## config.mk

```make
export PLATFORM = sky130hd
export DESIGN_NAME = mem_access_unit
export DESIGN_NICKNAME = d
export VERILOG_FILES = /design/src/rtl/mips_pkg.sv /design/src/rtl/mem_access_unit_load_extend.sv /design/src/rtl/mem_access_unit.sv
export SDC_FILE = /design/constraint.sdc
export NUM_CORES = 1
export LEC_CHECK = 0
export ABC_AREA = 1
export CAP_MARGIN = 20
export CORE_MARGIN = 10
export CORE_UTILIZATION = 42
export CTS_BUF_LIST = sky130_fd_sc_hd__clkbuf_2
export DETAILED_ROUTE_END_ITERATION = 7
export MAX_ROUTING_LAYER = met4
export PLACE_DENSITY = 0.75
export SETUP_SLACK_MARGIN = 0.2
export SLEW_MARGIN = 20
export SYNTH_ARGS = -nofsm -noshare
export SYNTH_HDL_FRONTEND = slang
export SYNTH_HIERARCHICAL = 1
export SYNTH_SLANG_ARGS = --single-unit
```

## constraint.sdc

```tcl
create_clock -name clk -period 1.8 [get_ports clk]
set_clock_uncertainty 0.15 [all_clocks]
set_input_delay 0.36 -clock clk [delete_from_list [all_inputs] [get_ports clk]]
set_output_delay 0.36 -clock clk [all_outputs]
set_load 0.005 [all_outputs]
```

## src/rtl/mips_pkg.sv

```systemverilog
// Shared MIPS pipeline definitions: load-select encoding, memory-stage FSM
// encoding and the load alignment rule used by the MEM stage.
package mips_pkg;

    localparam logic [2:0] LS_LW  = 3'd0;
    localparam logic [2:0] LS_LB  = 3'd1;
    localparam logic [2:0] LS_LBU = 3'd2;
    localparam logic [2:0] LS_LH  = 3'd3;
    localparam logic [2:0] LS_LHU = 3'd4;

    localparam logic [1:0] ST_IDLE = 2'd0;
    localparam logic [1:0] ST_REQ  = 2'd1;
    localparam logic [1:0] ST_DONE = 2'd2;

    // Byte loads are never misaligned; encodings 5-7 behave as LW.
    function automatic logic load_misaligned(input logic [2:0] sel, input logic [1:0] addr_lo);
        logic mis;
        case (sel)
            LS_LB, LS_LBU: mis = 1'b0;
            LS_LH, LS_LHU: mis = addr_lo[0];
            default:       mis = (addr_lo != 2'b00);
        endcase
        return mis;
    endfunction

endpackage

```

## src/rtl/mem_access_unit_load_extend.sv

```systemverilog
// Little-endian lane selection and sign/zero extension of a bus read word.
// Purely combinational so the WB forwarding path can share it.
module load_extend
    import mips_pkg::*;
(
    input  logic [31:0] rdata_i,
    input  logic [1:0]  addr_lo_i,
    input  logic [2:0]  load_sel_i,
    output logic [31:0] data_o
);

    logic [7:0]  byte_s;
    logic [15:0] half_s;

    // Pick the addressed lane, then extend according to the load type.
    always_comb begin
        case (addr_lo_i)
            2'b00:   byte_s = rdata_i[7:0];
            2'b01:   byte_s = rdata_i[15:8];
            2'b10:   byte_s = rdata_i[23:16];
            2'b11:   byte_s = rdata_i[31:24];
            default: byte_s = 8'h00;
        endcase
        if (addr_lo_i[1]) begin
            half_s = rdata_i[31:16];
        end else begin
            half_s = rdata_i[15:0];
        end
        case (load_sel_i)
            LS_LB:   data_o = {{24{byte_s[7]}}, byte_s};
            LS_LBU:  data_o = {24'h000000, byte_s};
            LS_LH:   data_o = {{16{half_s[15]}}, half_s};
            LS_LHU:  data_o = {16'h0000, half_s};
            default: data_o = rdata_i;
        endcase
    end

endmodule

```

## src/rtl/mem_access_unit.sv

```systemverilog
// MEM-stage data-bus controller: issues one req/ack transaction per load or
// store, stalls the pipeline until it completes, and returns extended load data.
module mem_access_unit
    import mips_pkg::*;
#(
    parameter int unsigned TIMEOUT = 255
) (
    input  logic        clk,
    input  logic        reset,
    input  logic        exmem_mem_r,
    input  logic        exmem_mem_w,
    input  logic [31:0] exmem_alu_res,
    input  logic [31:0] exmem_aligned_rt_data,
    input  logic [3:0]  mem_byte_w_en,
    input  logic [2:0]  exmem_load_sel,
    output logic        dbus_req,
    output logic        dbus_we,
    output logic [31:0] dbus_addr,
    output logic [3:0]  dbus_be,
    output logic [31:0] dbus_wdata,
    input  logic [31:0] dbus_rdata,
    input  logic        dbus_ack,
    output logic        mem_stall,
    output logic [31:0] load_data,
    output logic        mem_addr_err,
    output logic        bus_err
);

    localparam logic [7:0] TIMEOUT_C = 8'(TIMEOUT);

    logic [1:0]  state_q, state_d;
    logic [7:0]  cnt_q, cnt_d;
    logic        req_q, req_d;
    logic        we_q, we_d;
    logic [31:0] addr_q, addr_d;
    logic [3:0]  be_q, be_d;
    logic [31:0] wdata_q, wdata_d;
    logic [31:0] load_data_q, load_data_d;
    logic        aerr_q, aerr_d;
    logic        berr_q, berr_d;
    logic [2:0]  sel_q, sel_d;
    logic [1:0]  off_q, off_d;
    logic        is_load_q, is_load_d;

    logic        access_s;
    logic        mis_s;
    logic [7:0]  cnt_inc_s;
    logic [31:0] ext_s;

    // A set write flag wins over the read flag, so only pure loads are alignment-checked.
    assign access_s  = exmem_mem_r | exmem_mem_w;
    assign mis_s     = exmem_mem_r & ~exmem_mem_w & load_misaligned(exmem_load_sel, exmem_alu_res[1:0]);
    assign cnt_inc_s = cnt_q + 8'd1;

    load_extend u_load_extend (
        .rdata_i    (dbus_rdata),
        .addr_lo_i  (off_q),
        .load_sel_i (sel_q),
        .data_o     (ext_s)
    );

    // Next-state logic for the IDLE/REQ/DONE transaction sequence.
    always_comb begin
        state_d     = state_q;
        cnt_d       = cnt_q;
        req_d       = req_q;
        we_d        = we_q;
        addr_d      = addr_q;
        be_d        = be_q;
        wdata_d     = wdata_q;
        load_data_d = load_data_q;
        aerr_d      = 1'b0;
        berr_d      = 1'b0;
        sel_d       = sel_q;
        off_d       = off_q;
        is_load_d   = is_load_q;
        case (state_q)
            ST_IDLE: begin
                if (access_s && !mis_s) begin
                    req_d     = 1'b1;
                    we_d      = exmem_mem_w;
                    addr_d    = {exmem_alu_res[31:2], 2'b00};
                    be_d      = exmem_mem_w ? mem_byte_w_en : 4'b1111;
                    wdata_d   = exmem_aligned_rt_data;
                    sel_d     = exmem_load_sel;
                    off_d     = exmem_alu_res[1:0];
                    is_load_d = ~exmem_mem_w;
                    cnt_d     = 8'd0;
                    state_d   = ST_REQ;
                end else if (mis_s) begin
                    aerr_d = 1'b1;
                end else begin
                    state_d = ST_IDLE;
                end
            end
            ST_REQ: begin
                // An ack on the final allowed cycle still completes normally.
                if (dbus_ack) begin
                    req_d   = 1'b0;
                    state_d = ST_DONE;
                    if (is_load_q) begin
                        load_data_d = ext_s;
                    end else begin
                        load_data_d = load_data_q;
                    end
                end else begin
                    cnt_d = cnt_inc_s;
                    if (cnt_inc_s >= TIMEOUT_C) begin
                        req_d       = 1'b0;
                        berr_d      = 1'b1;
                        load_data_d = 32'h0000_0000;
                        state_d     = ST_DONE;
                    end else begin
                        state_d = ST_REQ;
                    end
                end
            end
            ST_DONE: begin
                state_d = ST_IDLE;
            end
            default: begin
                req_d   = 1'b0;
                state_d = ST_IDLE;
            end
        endcase
    end

    // State and output registers, updated on the pipeline-register edge.
    always_ff @(negedge clk) begin
        if (reset) begin
            state_q     <= ST_IDLE;
            cnt_q       <= 8'd0;
            req_q       <= 1'b0;
            we_q        <= 1'b0;
            addr_q      <= 32'h0000_0000;
            be_q        <= 4'b0000;
            wdata_q     <= 32'h0000_0000;
            load_data_q <= 32'h0000_0000;
            aerr_q      <= 1'b0;
            berr_q      <= 1'b0;
            sel_q       <= 3'd0;
            off_q       <= 2'd0;
            is_load_q   <= 1'b0;
        end else begin
            state_q     <= state_d;
            cnt_q       <= cnt_d;
            req_q       <= req_d;
            we_q        <= we_d;
            addr_q      <= addr_d;
            be_q        <= be_d;
            wdata_q     <= wdata_d;
            load_data_q <= load_data_d;
            aerr_q      <= aerr_d;
            berr_q      <= berr_d;
            sel_q       <= sel_d;
            off_q       <= off_d;
            is_load_q   <= is_load_d;
        end
    end

    // Stall drops in DONE so the pipeline advances on the DONE->IDLE edge.
    assign mem_stall    = ((state_q == ST_IDLE) & access_s & ~mis_s) | (state_q == ST_REQ);
    assign dbus_req     = req_q;
    assign dbus_we      = we_q;
    assign dbus_addr    = addr_q;
    assign dbus_be      = be_q;
    assign dbus_wdata   = wdata_q;
    assign load_data    = load_data_q;
    assign mem_addr_err = aerr_q;
    assign bus_err      = berr_q;

endmodule

```

==> flow_summary.json, run 1 <==
{
  "grt_pass1_vias": 7756,
  "worstMarginPinSlew_ps": 566,
  "critical_path_depth": 6,
  "syn_area_um2": 6070,
  "synth_top_area_cell": "dfxtp_1",
  "path_buf_inv": 4,
  "yosys-top-cells-area": "dfxtp_1, nor2_1, nand2_1",
  "antenna_found_initial": 2,
  "post_drt_wl_per_cell_um": 20.2,
  "synth.ff_latch_count": 118,
  "chipWidth_um": 140,
  "clock_sinks": 118,
  "critical_path_class": "register to output pin",
  "most-common-layout-cells": "nor2_1, inv_1, nand2_1, dfxtp_2, buf_6",
  "cts.clk_slew.worst_paths_ps": 70,
  "drt-initial-drc-count": 699,
  "synth_sequential_area_ratio_pct": 38.9,
  "grtUsageTotal_pct": 22.8,
  "grt_max_degree": 34,
  "syn_avg_cell_area_um2": 6.99,
  "clock_latency_ps": 810,
  "vdd_drop_max_mv": 0.788,
  "dp_cells": 1292,
  "synthArstFlopShare_pct": 0,
  "area_growth_pct": 90.8,
  "syn_inst": 869,
  "ys_types": 33,
  "maxCapViolations": 0,
  "relSlewSlack_pct": 62.3,
  "status": "finished, violations left",
  "final_common_cell": "nor2_1",
  "critPathArrivalTime_ps": 2670,
  "final_antenna_net_count": 0,
  "violations": "negative setup slack",
  "core_area_um2": 14000,
  "placementRows": 43,
  "slowest_delay_ps": 340,
  "viasPerCell": 5.44,
  "startpoint_type": "register",
  "min_path_cells": 2,
  "fp.dieH_um": 140,
  "critPathSlowestCell": "dfxtp_2",
  "power_density_nw_per_um2": 872,
  "clock_path_buffers": 2,
  "cts_tree": "built",
  "htreeDepth": 4,
  "layout_setup_ws_ps": -1380,
  "fin_nets": 1421,
  "ys.flop_type": "dfxtp_1",
  "io_buffers": 210,
  "gp_congestion": 0.916,
  "hold_viol": 0,
  "dp_hpwl_um": 14700,
  "start_util_pct": 43.2,
  "drt-pass1-iter-count": 8,
  "ys.warnings.count": 6,
  "crit_chain": "inv_2, buf_4, nor2_4, clkinv_2, nand2_4, buf_6",
  "drive_above_1_share_pct": 48.1,
  "die_area_um2": 19700,
  "routed_wl_um": 30300,
  "io_pins": 213,
  "p_leak_nw": 5.93,
  "numCtsBuffers": 17,
  "min_path_type": "register to register",
  "grt_pass1_wl_um": 36000,
  "cp_max_fo": 3,
  "fin_hold_ws_ps": 322,
  "drv_slew": 0,
  "synth-edff-count": 0,
  "grt_setup_unrepaired": "yes",
  "synth_top_area_share_pct": 38.9,
  "drcViolationCount": 0,
  "layoutNonFillerInstCount": 1505,
  "vias": 8181,
  "required_ps": 1290,
  "setup_violations": 220,
  "crit_family": "buffers and inverters",
  "end_kind": "output pin",
  "utilization_pct": 82.5,
  "root_buffer": "clkbuf_2",
  "r2r_cells": 12,
  "gr-total-overflow": 0
}
## worst register-to-register path: stages (launching register included)
cell and delay [ps]:
dfxtp_1 400, nand2_2 100, nor2_2 230, nand2_1 100
nand2_1 70, nand2_1 90, nor2_2 170, nand2_4 120
nand2_8 150, buf_6 130, nor2_1 70, nor2_1 150
nor2_1 80
## state kept, by name, indices dropped and copies added, names as in the netlist, 2 cells and up
signal,flops
dbus_wdata,32
load_data,32
dbus_addr,30
cnt_q,8
dbus_be,4
sel_q,3
off_q,2
state_q,2
## path summary, 6_finish.rpt
check,startpoint,end,slack (ps)
setup / recovery,state_q[0],mem_stall,-1380
hold / removal,dbus_wdata[3],dbus_wdata[3],320
setup reg to reg,cnt_q[3],dbus_req,-320
hold reg to reg,dbus_wdata[3],dbus_wdata[3],320
## final cells by class
class | count | area, um2
fillers | 754 | 2460
clock inverters | 132 | 591
diodes | 2 | 5.00
well taps | 180 | 225
inverters | 67 | 314
flip-flops and latches | 118 | 2500
multi-input cells | 630 | 3800
clock buffers | 17 | 85.1
repair buffers | 358 | 4050
repair inverters | 1 | 16.3
## logic make-up (layout without fill, tap and decap cells)
family,after synthesis,count (layout),synth area share (%)
AND/OR/NAND/NOR,508,512,40.4
flip-flops,118,118,38.9
buffers and inverters,126,575,10.2
AO/OA/AOI/OAI,114,114,10.0
adder cells (fa/ha/maj),2,2,0.412
other,1,4,0.0618
## synthesized netlist by cell type (4+ instances only)
cell type,instances
nor2_1,206
nand2_1,164
dfxtp_1,118
o21ai_0,81
inv_1,61
nand3_2,59
nand3_1,51
a21oi_1,22
buf_2,22
clkbuf_1,22
nand4_1,11
buf_6,7
nand2_2,5
nand2_4,5
o21a_1,5
inv_2,4
## metal layers
metal	up-vias	wire length, um	GRT usage, %
li1	3667	-	-
met1	3796	10200	22.5
met2	548	15400	37.7
met3	170	2770	9.70
met4	0	1960	12.3
met5	-	0	-
## power breakdown
group | switching (W) | internal [W] | leakage, nW
logic | 0.00182 | 0.00187 | 4.15
registers | 0.000247 | 0.00293 | 1.01
clock network | 0.00224 | 0.000996 | 0.776
total | 0.00431 | 0.00580 | 5.93
## repair_timing
action	CTS	global route
buffers inserted	10	25
gates cloned	9	19
pin swaps	11	55
resized for setup	635	173
hold buffers	0	0
setup endpoints to repair	221	221
endpoints found under the hold margin	0	0
## through the flow
stage               area [um2]  power [W]  worst slack, ps  setup TNS (ps)
floorplan                 6450    0.00503             -560          -60320
finish                   11600     0.0101            -1380         -136130
CTS                      10400    0.00910            -1280         -129880
detailed placement        9080    0.00612            -1350         -189310
global route             11600     0.0106            -1410         -145760
global placement          9080    0.00608            -1290         -183640
(Power assumes the default switching activity.)
==> run 2: changes to the inputs <==
- SKIP_LAST_GASP: default -> 1
==> flow_summary.json, run 2 (synthesis gave the netlist of run 1 again) <==
{
  "maxCapViolations": 0,
  "vdd_drop_max_mv": 1.04,
  "antenna_found_initial": 3,
  "status": "finished, violations left",
  "grtUsageTotal_pct": 22.4,
  "clock_sinks": 118,
  "hold_viol": 0,
  "chipWidth_um": 140,
  "r2r_cells": 14,
  "drt-pass1-iter-count": 6,
  "post_drt_wl_per_cell_um": 18.3,
  "grt_setup_unrepaired": "yes",
  "root_buffer": "clkbuf_2",
  "power_density_nw_per_um2": 870,
  "grt_pass1_vias": 7676,
  "io_buffers": 210,
  "setup_violations": 220,
  "final_common_cell": "inv_1",
  "min_from": "load_data[2]",
  "placementRows": 43,
  "cts.clk_slew.worst_paths_ps": 70,
  "most-common-layout-cells": "inv_1, nor2_1, nand2_1, dfxtp_2, buf_6",
  "required_ps": 1290,
  "startpoint_type": "register",
  "grt_pass1_wl_um": 35400,
  "drcViolationCount": 0,
  "end_kind": "output pin",
  "numCtsBuffers": 17,
  "core_area_um2": 14000,
  "cts_tree": "built",
  "clock_latency_ps": 770,
  "start_util_pct": 43.2,
  "drive_above_1_share_pct": 46.5,
  "gr-total-overflow": 0,
  "min_path_cells": 2,
  "violations": "negative setup slack",
  "postLayoutCellArea_um2": 11300,
  "critical_path_class": "register to output pin",
  "critPathArrivalTime_ps": 2590,
  "fp.dieH_um": 140,
  "gp_congestion": 0.916,
  "holdPathEnd": "load_data[2]",
  "p_leak_nw": 5.73,
  "hold_buffers": 0,
  "layout_setup_ws_ps": -1300,
  "grt_max_degree": 34,
  "drv_slew": 0,
  "cp_max_fo": 2,
  "viasPerCell": 5.18,
  "htreeDepth": 4,
  "drt-initial-drc-count": 600,
  "setup_tns_ps": -138820,
  "io_pins": 213,
  "die_area_um2": 19700,
  "vias": 7739,
  "min_path_type": "register to register",
  "utilization_pct": 80.6,
  "final_antenna_net_count": 0,
  "clock_path_buffers": 2,
  "ff2ff_setup_slack_ps": -300,
  "worstMarginPinSlew_ps": 552,
  "area_growth_pct": 86.4,
  "placed_area_um2": 9080,
  "routed_wl_um": 27300,
  "fin_nets": 1410,
  "relSlewSlack_pct": 63.2,
  "rr_startpoint": "cnt_q[1]",
  "r2r-end": "load_data[20]",
  "dp_hpwl_um": 14700
}
run 2: changes by cell type in the layout (fill, tap and decap cells not counted), sizes merged:
cell | before | now
buf | 239 | 236
clkdlybuf4s50 | 87 | 96
diode | 2 | 3
dlymetal6s2s | 12 | 5
clkbuf | 37 | 27
run 2: worst max path at each step:
stage                       from            end  slack (ps)  cells after the start
6_report              state_q[1]      mem_stall       -1300                      7
5_1_grt               state_q[0]      mem_stall       -1350                      7
4_1_cts               state_q[0]      mem_stall       -1280                      7
3_5_place_dp   exmem_load_sel[1]       cnt_q[7]       -1350                      8
3_3_place_gp   exmem_load_sel[1]       cnt_q[0]       -1290                     11
2_1_floorplan  exmem_load_sel[1]  dbus_addr[10]        -560                     10
run 2: where the power goes:
group	switching [W]	leakage, nW	internal [W]
registers	0.000241	1.01	0.00293
clock network	0.00214	0.776	0.000995
logic	0.00172	3.94	0.00182
run 2: repair_timing:
action / in CTS / in global routing
resized for setup: 616 / 160
endpoints found under the setup margin: 221 / 221
endpoints found under the hold margin: 0 / 0
buffers inserted: 10 / 22
pin swaps: 9 / 49
gates cloned: 9 / 11
run 2: cell type report:
type	instances	area [um2]
Antenna cell	3	7.51
Clock buffer	17	85.1
Clock inverter	132	591
Fill cell	803	2720
Inverter	67	314
Multi-Input combinational cell	630	3750
Sequential cell	118	2500
Tap cell	180	225
Timing Repair Buffer	347	3840
Timing Repair inverter	1	16.3
run 2: stage by stage:
stage	total power (W)	worst slack (ps)	instances	hold slack, ps
after global placement	0.00608	-1290	1292	289
after detailed placement	0.00612	-1350	1292	299
after global routing	0.0105	-1350	1495	334
after CTS	0.00908	-1280	1459	317
after floorplan	0.00503	-560	870	291
final	0.00985	-1300	1495	320
run 2: metal layers:
metal | wire [um] | share of wire, % | track usage, % | vias to the layer above
met4 | 975 | 3.6 | 11.6 | 0
li1 | - | - | - | 3659
met1 | 9710 | 36 | 22.3 | 3620
met2 | 14500 | 53 | 36.4 | 368
met5 | 0 | 0 | - | -
met3 | 2140 | 7.8 | 10.2 | 92
run 2: critical path: stages, from the launching register on:
cell and delay [ps]:
dfxtp_2 330, inv_2 60, nand2_2 70, nor2_2 90, nand2_2 90, buf_12 140, nand2_4 50, buf_6 100
==> run 3: changes to the inputs <==
--- a/config.mk
+++ b/config.mk
@@ -13,5 +13,5 @@
 export DETAILED_ROUTE_END_ITERATION = 7
 export MAX_ROUTING_LAYER = met4
-export PLACE_DENSITY = 0.75
+export PLACE_DENSITY = 0.78
 export SETUP_SLACK_MARGIN = 0.2
 export SKIP_LAST_GASP = 1
==> constraint.sdc (replaced) <==
create_clock -name clk -period 1.8 [get_ports clk]
set_clock_uncertainty 0.15 [all_clocks]
set_input_delay 0.54 -clock clk [delete_from_list [all_inputs] [get_ports clk]]
set_output_delay 0.54 -clock clk [all_outputs]
set_load 0.005 [all_outputs]
==> flow_summary.json, run 3 (synthesis gave the netlist of run 1 again) <==
{
  "status": "finished, violations left",
  "violations": "negative setup slack",
  "holdPathEnd": "dbus_wdata[4]",
  "layout_setup_ws_ps": -1360,
  "clock_sinks": 118,
  "cts_tree": "built",
  "p_leak_nw": 5.91,
  "grt_setup_unrepaired": "yes",
  "r2r-end": "load_data[21]",
  "vias": 7908,
  "finalPower_w": 0.0100,
  "die_area_um2": 19700,
  "p_sw_share_pct": 40.0,
  "viasPerCell": 5.26,
  "drcViolationCount": 0,
  "area_growth_pct": 90.3,
  "p_int_w": 0.00601,
  "power_density_nw_per_um2": 868,
  "critPathSlowestCell": "dfxtp_2",
  "min_path_type": "register to register",
  "drive_above_1_share_pct": 47.2,
  "postLayoutCellArea_um2": 11600,
  "hold_viol": 0,
  "antenna_found_initial": 6,
  "critical_path_class": "register to output pin",
  "setup_violations": 221,
  "fp.dieH_um": 140,
  "htreeDepth": 4,
  "dp_cells": 1293,
  "cts.clk_slew.worst_paths_ps": 50,
  "grtUsageTotal_pct": 22.5,
  "layoutNonFillerInstCount": 1503,
  "placed_area_um2": 9040,
  "gr-total-overflow": 0,
  "end_kind": "output pin",
  "grt_pass1_wl_um": 35200,
  "final_antenna_net_count": 0,
  "critPathArrivalTime_ps": 2470,
  "rr_startpoint": "cnt_q[2]",
  "cpMostUsedCell": "nand2_2",
  "clock_path_buffers": 2,
  "r2r_cells": 11,
  "drt-pass1-iter-count": 7,
  "power_frac_comb_pct": 35.9,
  "fin_hold_ws_ps": 322,
  "min_from": "dbus_wdata[4]",
  "cp_max_fo": 2,
  "min_path_cells": 2,
  "required_ps": 1110,
  "placementRows": 43,
  "chipWidth_um": 140,
  "gp_congestion": 0.916,
  "utilization_pct": 82.3,
  "slowest_delay_ps": 320,
  "ff2ff_setup_slack_ps": -320,
  "power_frac_clock_pct": 32.3,
  "maxCapViolations": 0,
  "vdd_drop_max_mv": 0.807,
  "grt_pass1_vias": 7522,
  "drt-initial-drc-count": 634,
  "root_buffer": "clkbuf_2",
  "power.share.sequential_pct": 31.8,
  "routed_wl_um": 28100,
  "crit_chain": "inv_2, nand2_2, nor2_2, nand2_2, buf_12, nand2_4, buf_6",
  "start_util_pct": 43.2,
  "io_buffers": 210,
  "most-common-layout-cells": "inv_1, nor2_1, nand2_1, buf_6, dfxtp_2",
  "drv_slew": 0,
  "io_pins": 213,
  "fin_nets": 1416,
  "core_area_um2": 14000,
  "grt_max_degree": 35,
  "clock_latency_ps": 730,
  "post_drt_wl_per_cell_um": 18.7,
  "power_switching_w": 0.00401,
  "dp_hpwl_um": 14500,
  "startpoint_type": "register",
  "numCtsBuffers": 17
}
## run 3: worst max-delay path by stage
stage               slack, ps       endpoint               from  depth (start not counted)
floorplan                -740  dbus_addr[10]  exmem_load_sel[1]                         10
global placement        -1510  dbus_addr[20]  exmem_load_sel[1]                         10
detailed placement      -1530  dbus_addr[20]  exmem_load_sel[1]                         10
CTS                     -1410      mem_stall         state_q[1]                          7
global route            -1480      mem_stall         state_q[1]                          7
finish                  -1360      mem_stall         state_q[1]                          7
## run 3: worst max-delay path, delay by kind of cell (launching register included)
family                 cells  cell delay (ps)
DFF                        1              320
buffers and inverters      3              270
and+or+nand+nor            4              270
## run 3: metal layers
| metal | vias up | routed length, um | track usage [%] |
|---|---|---|---|
| met3 | 135 | 2140 | 10.5 |
| met5 | - | 0 | - |
| met2 | 416 | 14300 | 36.4 |
| met4 | 0 | 1380 | 12.8 |
| li1 | 3672 | - | - |
| met1 | 3685 | 10300 | 21.7 |
## run 3: repair_timing
item / in CTS / in global routing
resized for setup: 621 / 216
cloned: 11 / 12
hold buffers: 0 / 0
setup endpoints to repair: 221 / 221
buffers inserted: 7 / 27
pin swaps: 14 / 81
## run 3: layout make-up
cell class | instances | area [um2]
timing repair buffer | 353 | 3960
tap | 180 | 225
clock buffer | 17 | 85.1
multi-input combinational | 630 | 3820
timing repair inverter | 1 | 16.3
antenna | 6 | 15.0
fill | 748 | 2490
sequential | 118 | 2500
inverter | 67 | 309
clock inverter | 131 | 618
## run 3: per-stage QoR
stage / setup slack (ps) / setup TNS (ps)
final: -1360 / -160170
after global routing: -1480 / -172260
after CTS: -1410 / -162110
after detailed placement: -1530 / -228320
after global placement: -1510 / -225650
after floorplan: -740 / -92030
## run 3: power by group through the flow
stage / combinational, W / sequential, W / clock (W)
after floorplan: 0.00152 / 0.00312 / 0.000400
after global placement: 0.00257 / 0.00310 / 0.000400
after detailed placement: 0.00260 / 0.00311 / 0.000400
after CTS: 0.00298 / 0.00313 / 0.00311
after global routing: 0.00384 / 0.00321 / 0.00359
final: 0.00360 / 0.00319 / 0.00324
